<file path="src/rtl/prf_stream_requester_pkg.sv">
// Shared constants and types for the PRF stream requester: PRF geometry, word packing
// geometry, timeout budget and the requester state encoding.
package prf_stream_requester_pkg;

    localparam int P       = 32;
    localparam int N       = 2048;
    localparam int N_LWR   = 445;
    localparam int OUT_W   = $clog2(P);
    localparam int WORD_W  = 64;
    localparam int SYMS    = WORD_W / OUT_W;
    localparam int CNT_W   = 16;
    localparam int TIMEOUT = 4096;
    localparam int NSYM_W  = 4;
    localparam int TMO_W   = $clog2(TIMEOUT + 1);

    localparam logic [NSYM_W-1:0] SYMS_N = NSYM_W'(SYMS);

    typedef enum logic [1:0] {
        IDLE  = 2'd0,
        ISSUE = 2'd1,
        WAIT  = 2'd2,
        EMIT  = 2'd3
    } state_e;

    // True when writing one more symbol into a buffer holding nsym symbols fills the word.
    function automatic logic fills_word(input logic [NSYM_W-1:0] nsym);
        return nsym == SYMS_N - NSYM_W'(1);
    endfunction

endpackage

</file>
<file path="src/rtl/prf_stream_requester_if.sv">
// Request, PRF start/done and packed-word stream signals of the requester.
// master = the requester itself, slave = its environment (requestor, PRF, consumer).
interface prf_stream_requester_if;
    import prf_stream_requester_pkg::*;

    logic              req_valid;
    logic              req_ready;
    logic [63:0]       req_nonce;
    logic [63:0]       req_start_index;
    logic [CNT_W-1:0]  req_count;

    logic              prf_start;
    logic [63:0]       prf_nonce;
    logic [63:0]       prf_index;
    logic [OUT_W-1:0]  prf_out;
    logic              prf_done;

    logic              word_valid;
    logic              word_ready;
    logic [WORD_W-1:0] word_data;
    logic [NSYM_W-1:0] word_nsym;
    logic              word_last;

    logic              busy;
    logic              timeout_err;

    modport master (
        input  req_valid, req_nonce, req_start_index, req_count,
        input  prf_out, prf_done, word_ready,
        output req_ready, prf_start, prf_nonce, prf_index,
        output word_valid, word_data, word_nsym, word_last, busy, timeout_err
    );

    modport slave (
        output req_valid, req_nonce, req_start_index, req_count,
        output prf_out, prf_done, word_ready,
        input  req_ready, prf_start, prf_nonce, prf_index,
        input  word_valid, word_data, word_nsym, word_last, busy, timeout_err
    );

endinterface

</file>
<file path="src/rtl/prf_stream_requester_packer.sv">
// prf_sym_packer: accumulates OUT_W-bit symbols LSB-first into a WORD_W-bit word.
// Clear has priority over write; writes beyond SYMS symbols are dropped.
module prf_sym_packer
    import prf_stream_requester_pkg::*;
(
    input  logic              clk,
    input  logic              rst,
    input  logic              clr_i,
    input  logic              wr_en_i,
    input  logic [OUT_W-1:0]  wr_data_i,
    output logic [WORD_W-1:0] data_o,
    output logic [NSYM_W-1:0] nsym_o
);

    logic [WORD_W-1:0] data_q, data_d;
    logic [NSYM_W-1:0] nsym_q, nsym_d;

    always_comb begin
        // NOTE: every next-state variable takes its held value first, so no path leaves it unassigned and no latch is inferred.
        data_d = data_q;
        nsym_d = nsym_q;
        if (clr_i) begin
            data_d = '0;
            nsym_d = '0;
        end else if (wr_en_i && (nsym_q < SYMS_N)) begin
            for (int k = 0; k < SYMS; k++) begin
                if (nsym_q == NSYM_W'(k)) begin
                    data_d[k*OUT_W +: OUT_W] = wr_data_i;
                end
            end
            nsym_d = nsym_q + NSYM_W'(1);
        end
    end

    always_ff @(posedge clk) begin
        // NOTE: the pack buffer is reset like any control register, so unused slots and MSBs always read as zero.
        if (rst) begin
            data_q <= '0;
            nsym_q <= '0;
        end else begin
            // NOTE: sequential state uses non-blocking assignments so every flop samples pre-edge values.
            data_q <= data_d;
            nsym_q <= nsym_d;
        end
    end

    assign data_o = data_q;
    assign nsym_o = nsym_q;

endmodule

</file>
<file path="src/rtl/prf_stream_requester.sv">
// Drives prf_evaluate once per requested symbol, packs the results into words and
// streams them out; aborts a stalled evaluation after TIMEOUT cycles in WAIT.
module prf_stream_requester
    import prf_stream_requester_pkg::*;
(
    input  logic                   clk,
    input  logic                   rst,
    prf_stream_requester_if.master bus
);

    state_e           state_q;
    logic [63:0]      nonce_q;
    logic [63:0]      index_q;
    logic [CNT_W-1:0] remaining_q;
    logic [TMO_W-1:0] tmo_q;
    logic             req_ready_q;
    logic             prf_start_q;
    logic             word_valid_q;
    logic             word_last_q;
    logic             busy_q;
    logic             timeout_err_q;

    logic              pk_wr_en;
    logic              pk_clr;
    logic [WORD_W-1:0] pk_data;
    logic [NSYM_W-1:0] pk_nsym;
    logic              rem_last;
    logic              word_full;

    // Done is only meaningful in WAIT; stale pulses from aborted runs fall outside it.
    assign pk_wr_en  = (state_q == WAIT) && bus.prf_done;
    assign pk_clr    = (state_q == EMIT) && bus.word_ready;
    assign rem_last  = (remaining_q == CNT_W'(1));
    assign word_full = fills_word(pk_nsym);

    prf_sym_packer u_packer (
        .clk       (clk),
        .rst       (rst),
        .clr_i     (pk_clr),
        .wr_en_i   (pk_wr_en),
        .wr_data_i (bus.prf_out),
        .data_o    (pk_data),
        .nsym_o    (pk_nsym)
    );

    always_ff @(posedge clk) begin
        if (rst) begin
            state_q       <= IDLE;
            nonce_q       <= '0;
            index_q       <= '0;
            remaining_q   <= '0;
            tmo_q         <= '0;
            req_ready_q   <= 1'b1;
            prf_start_q   <= 1'b0;
            word_valid_q  <= 1'b0;
            word_last_q   <= 1'b0;
            busy_q        <= 1'b0;
            timeout_err_q <= 1'b0;
        end else begin
            prf_start_q <= 1'b0;
            case (state_q)
                IDLE: begin
                    if (bus.req_valid && req_ready_q) begin
                        nonce_q       <= bus.req_nonce;
                        index_q       <= bus.req_start_index;
                        remaining_q   <= bus.req_count;
                        timeout_err_q <= 1'b0;
                        if (bus.req_count != '0) begin
                            state_q     <= ISSUE;
                            prf_start_q <= 1'b1;
                            req_ready_q <= 1'b0;
                            busy_q      <= 1'b1;
                        end
                    end
                end
                ISSUE: begin
                    state_q <= WAIT;
                    tmo_q   <= '0;
                end
                WAIT: begin
                    if (bus.prf_done) begin
                        index_q     <= index_q + 64'd1;
                        remaining_q <= remaining_q - CNT_W'(1);
                        if (word_full || rem_last) begin
                            state_q      <= EMIT;
                            word_valid_q <= 1'b1;
                            word_last_q  <= rem_last;
                        end else begin
                            state_q     <= ISSUE;
                            prf_start_q <= 1'b1;
                        end
                    end else if (tmo_q == TMO_W'(TIMEOUT - 1)) begin
                        // Abort: flush whatever is packed, possibly an empty word.
                        state_q       <= EMIT;
                        timeout_err_q <= 1'b1;
                        word_valid_q  <= 1'b1;
                        word_last_q   <= 1'b1;
                    end else begin
                        tmo_q <= tmo_q + TMO_W'(1);
                    end
                end
                EMIT: begin
                    if (bus.word_ready) begin
                        word_valid_q <= 1'b0;
                        word_last_q  <= 1'b0;
                        if (word_last_q) begin
                            state_q     <= IDLE;
                            req_ready_q <= 1'b1;
                            busy_q      <= 1'b0;
                        end else begin
                            state_q     <= ISSUE;
                            prf_start_q <= 1'b1;
                        end
                    end
                end
                default: state_q <= IDLE;
            endcase
        end
    end

    assign bus.req_ready   = req_ready_q;
    assign bus.prf_start   = prf_start_q;
    assign bus.prf_nonce   = nonce_q;
    assign bus.prf_index   = index_q;
    assign bus.word_valid  = word_valid_q;
    assign bus.word_data   = pk_data;
    assign bus.word_nsym   = pk_nsym;
    assign bus.word_last   = word_last_q;
    assign bus.busy        = busy_q;
    assign bus.timeout_err = timeout_err_q;

endmodule

</file>
<file path="src/flat_wrapper.sv">
// flat-port wrapper written by rule: the top's interface ports become plain ports
module prf_stream_requester_flat import prf_stream_requester_pkg::*;
  (clk, rst, bus_req_valid, bus_req_nonce, bus_req_start_index, bus_req_count, bus_prf_out, bus_prf_done, bus_word_ready, bus_req_ready, bus_prf_start, bus_prf_nonce, bus_prf_index, bus_word_valid, bus_word_data, bus_word_nsym, bus_word_last, bus_busy, bus_timeout_err);
  prf_stream_requester_if bus_i ();
  input  logic clk;
  input  logic rst;
  input wire logic [$bits(bus_i.req_valid)-1:0] bus_req_valid;
  input wire logic [$bits(bus_i.req_nonce)-1:0] bus_req_nonce;
  input wire logic [$bits(bus_i.req_start_index)-1:0] bus_req_start_index;
  input wire logic [$bits(bus_i.req_count)-1:0] bus_req_count;
  input wire logic [$bits(bus_i.prf_out)-1:0] bus_prf_out;
  input wire logic [$bits(bus_i.prf_done)-1:0] bus_prf_done;
  input wire logic [$bits(bus_i.word_ready)-1:0] bus_word_ready;
  output wire logic [$bits(bus_i.req_ready)-1:0] bus_req_ready;
  output wire logic [$bits(bus_i.prf_start)-1:0] bus_prf_start;
  output wire logic [$bits(bus_i.prf_nonce)-1:0] bus_prf_nonce;
  output wire logic [$bits(bus_i.prf_index)-1:0] bus_prf_index;
  output wire logic [$bits(bus_i.word_valid)-1:0] bus_word_valid;
  output wire logic [$bits(bus_i.word_data)-1:0] bus_word_data;
  output wire logic [$bits(bus_i.word_nsym)-1:0] bus_word_nsym;
  output wire logic [$bits(bus_i.word_last)-1:0] bus_word_last;
  output wire logic [$bits(bus_i.busy)-1:0] bus_busy;
  output wire logic [$bits(bus_i.timeout_err)-1:0] bus_timeout_err;
  assign bus_i.req_valid = bus_req_valid;
  assign bus_i.req_nonce = bus_req_nonce;
  assign bus_i.req_start_index = bus_req_start_index;
  assign bus_i.req_count = bus_req_count;
  assign bus_i.prf_out = bus_prf_out;
  assign bus_i.prf_done = bus_prf_done;
  assign bus_i.word_ready = bus_word_ready;
  assign bus_req_ready = bus_i.req_ready;
  assign bus_prf_start = bus_i.prf_start;
  assign bus_prf_nonce = bus_i.prf_nonce;
  assign bus_prf_index = bus_i.prf_index;
  assign bus_word_valid = bus_i.word_valid;
  assign bus_word_data = bus_i.word_data;
  assign bus_word_nsym = bus_i.word_nsym;
  assign bus_word_last = bus_i.word_last;
  assign bus_busy = bus_i.busy;
  assign bus_timeout_err = bus_i.timeout_err;
  prf_stream_requester u_core (.clk(clk), .rst(rst), .bus(bus_i));
endmodule
</file>
<file path="config.mk">
export PLATFORM = sky130hd
export DESIGN_NAME = prf_stream_requester_flat
export DESIGN_NICKNAME = d
export VERILOG_FILES = /design/src/rtl/prf_stream_requester_pkg.sv /design/src/rtl/prf_stream_requester_if.sv /design/src/rtl/prf_stream_requester_packer.sv /design/src/rtl/prf_stream_requester.sv /design/src/flat_wrapper.sv
export SDC_FILE = /design/constraint.sdc
export NUM_CORES = 1
export LEC_CHECK = 0
export ABC_CLOCK_PERIOD_IN_PS = 2300
export BUFFER_PORTS_ARGS = -buffer_cell sky130_fd_sc_hd__clkbuf_2
export CAP_MARGIN = 10
export CORE_AREA = 2 2 156 158
export CTS_BUF_LIST = sky130_fd_sc_hd__clkbuf_2
export DETAILED_ROUTE_END_ITERATION = 10
export DIE_AREA = 0 0 158 160
export PLACE_DENSITY = 0.78
export SLEW_MARGIN = 10
export SYNTH_ARGS = -nofsm -noshare
export SYNTH_HDL_FRONTEND = slang
export SYNTH_SLANG_ARGS = --single-unit
</file>
<file path="constraint.sdc">
create_clock -name clk -period 2.3 [get_ports clk]
set_input_delay 0.46 -clock clk [delete_from_list [all_inputs] [get_ports clk]]
set_output_delay 0.46 -clock clk [all_outputs]
set_load 0.02 [all_outputs]
</file>
==> impl_metrics.tcl <==
set metrics [dict create \
    status "finished clean" \
    grt_start_max_net_pins 112 \
    worst_setup_path_startpoint "u_core.bus.prf_index[12]" \
    clock-sinks 229 \
    path_clk_slew_ns 0.11 \
    layoutNonFillerInstCount 2360 \
    post-route-period-util 0.983 \
    fp.dieH_um 160 \
    detailroute.via_count 13800 \
    postSynthCellCount 1454 \
    max_clock_freq_mhz 442 \
    final-hold-violation-count 0 \
    route.detailed.drc 0 \
    postSynthAreaPerCell_um2 7.68 \
    global_route.overflow_total 0 \
    fp.coreArea_um2 23800 \
    reg2reg_capture_point "u_core.bus.prf_index[57]" \
    cts_max_path_buffers 3 \
    total_leakage_power_uw 0.00665 \
    avgViaCountPerCell 5.83 \
    min_delay_path_depth 4 \
    number_of_buffers_added_on_ports 351 \
    finalSetupViolations 0 \
    cp.arrival_ns 3.06 \
    final_max_slew_viol_count 0 \
    powerDensity_nw_per_um2 669 \
    power.ir.vdd_worst_mv 0.524 \
    cts.htree.levels 2 \
    yosysWarnings 0 \
    yosys_register_bits 229 \
    min_path_type "input port to register" \
    slew-limit-headroom 0.599 \
    first_iter_violations 1386 \
    dpl_worst_slack_ns 0.0700 \
    finish.utilization 0.666 \
    yosysSeqAreaShare 0.410 \
    min_from "bus_req_count[12]" \
    first_pass_grt_wire_length_um 66600 \
    gp_congestion 0.977 \
    r2r.worst_path.cells 6 \
    synth_enable_flop_cells 0 \
    setup.reg_to_reg.worst_slack_ns 0.04 \
    placed_cells 2110 \
    clk_root_buffer_cell "sky130_fd_sc_hd__clkbuf_2" \
    synthFlopType "sky130_fd_sc_hd__dfxtp_1" \
    period_needed_ns 2.26 \
    postRouteWirelength_um 42900 \
    reg2reg_from "u_core.bus.prf_index[12]" \
    grt_util_all_layers 0.323 \
    starting_utilization_of_the_core_area 0.469 \
    insertion_delay_ns 0.87 \
    antenna_found_initial 2 \
    tightestPinTransition_ns 0.596 \
    synth.distinct_cells 75 \
    postSynth.asyncResetShare 0 \
    grt_pass1_vias 13200 \
    endpoint_kind "register" \
    mostFrequentLayoutCells "442 x sky130_fd_sc_hd__clkbuf_2, 279 x sky130_fd_sc_hd__nand2_1, 206 x sky130_fd_sc_hd__dfxtp_1" \
    die_w_um 158 \
    whs_ns 0.0662 \
    num-nets-final 2146 \
    whs_endpoint "u_core.remaining_q[12]" \
    drive_gt1_frac 0.303 \
    crit_path_max_fanout 4 \
    crit_type "register to register" \
    mostFrequentLayoutCell "sky130_fd_sc_hd__clkbuf_2" \
    worst-endpoint-required_ns 3.09 \
    fin_ws_ns 0.0387 \
    final_skew_ns 0.0635 \
    wl_per_cell_um 18.2 \
    cts_tree "built" \
    cts_buffers 61 \
    dpl.hpwl_um 27600 \
    boundary_pin_count 356 \
    dieArea_um2 25300 \
    max-cap-violations 0 \
    cts_post_setup_buffers_inserted 0 \
    timing.critical_path.from_type "register" \
    area.growth.synth_to_final_pct 42.1 \
    tns_ns 0 \
    detail-route-antenna-nets 0 \
    number_of_detailed_routing_iterations_run_before_antenna_repair 6 \
    floorplan.rows 57 \
    syn_area_um2 11200 \
]
## final cells by class
cell class / instances / area (um2)
Tap cell: 324 / 405
Multi-Input combinational cell: 1090 / 6230
Timing Repair Buffer: 587 / 3970
Antenna cell: 2 / 5.00
Clock inverter: 21 / 119
Clock buffer: 92 / 460
Sequential cell: 229 / 4630
Fill cell: 1934 / 7950
Inverter: 15 / 56.3
## cells in the mapped netlist, drive strengths merged, types with 20 or more instances
cell	count	area (um2)
nand2	279	1050
mux2i	27	270
nor4	29	203
nand3	84	425
a21oi	168	841
nor2	106	398
nand4	38	238
and3	20	125
dfxtp	229	4580
nor3	26	130
clkbuf	111	417
o21ai	40	200
## power breakdown
group          internal (uW)  switching, uW
logic                   1180           1840
registers               4290            314
clock network           1200           1780
total                   6670           3940
## logic make-up after synthesis
| kind of cell | synth area share |
|---|---|
| and+or+nand+nor | 0.293 |
| AOI/OAI and AO/OA | 0.204 |
| DFF | 0.410 |
| buffers and inverters | 0.0492 |
| muxes | 0.0262 |
| xor gates and xnor gates | 0.00863 |
| adders and majority gates | 0.00896 |
| other | 0.000336 |
## worst max-delay path: stages (launching register included)
cell	delay, ns
sky130_fd_sc_hd__dfxtp_1	0.40
sky130_fd_sc_hd__nand4_1	0.19
sky130_fd_sc_hd__buf_4	0.21
sky130_fd_sc_hd__nor4_2	0.39
sky130_fd_sc_hd__nand4_1	0.28
sky130_fd_sc_hd__or4b_2	0.66
sky130_fd_sc_hd__nand3_1	0.10
## repair_timing
action	CTS	global route
endpoints found under the hold margin	173	0
resized for setup	1	13
pin swaps	0	3
hold buffers	135	0
endpoints found under the setup margin	2	14
## per-stage QoR
stage / cell area (um2) / power, uW
after CTS: 15800 / 10500
after global placement: 13900 / 7340
final: 15900 / 10600
after floorplan: 11300 / 6300
after global routing: 15900 / 11200
after detailed placement: 13900 / 7390
## how the worst max path moves through the flow
| stage | end | slack [ns] | cells past startpoint |
|---|---|---|---|
| after floorplan | u_core.bus.prf_index[62] | -0.03 | 7 |
| after global placement | u_core.bus.prf_index[25] | 0.09 | 6 |
| after detailed placement | u_core.bus.prf_index[25] | 0.07 | 6 |
| after CTS | u_core.bus.word_last | 0.0003 | 5 |
| after global routing | u_core.bus.prf_index[57] | -0.004 | 6 |
| final | u_core.bus.prf_index[57] | 0.04 | 6 |
## flip-flops by register name (all words and copies together) (netlist names), 2 cells and up
signal                  cells
u_core.bus.prf_nonce       64
u_core.bus.prf_index       64
u_core.u_packer.data_o     60
u_core.tmo_q               13
u_core.u_packer.nsym_o      4
u_core.state_q              2
u_core.remaining_q         16
## layer usage
metal / GRT usage / share of wire
met5: 0 / 0
met3: 0.0820 / 0.11
met4: 0.171 / 0.051
met2: 0.532 / 0.47
met1: 0.385 / 0.37
Power figures use the tool's default switching activity.
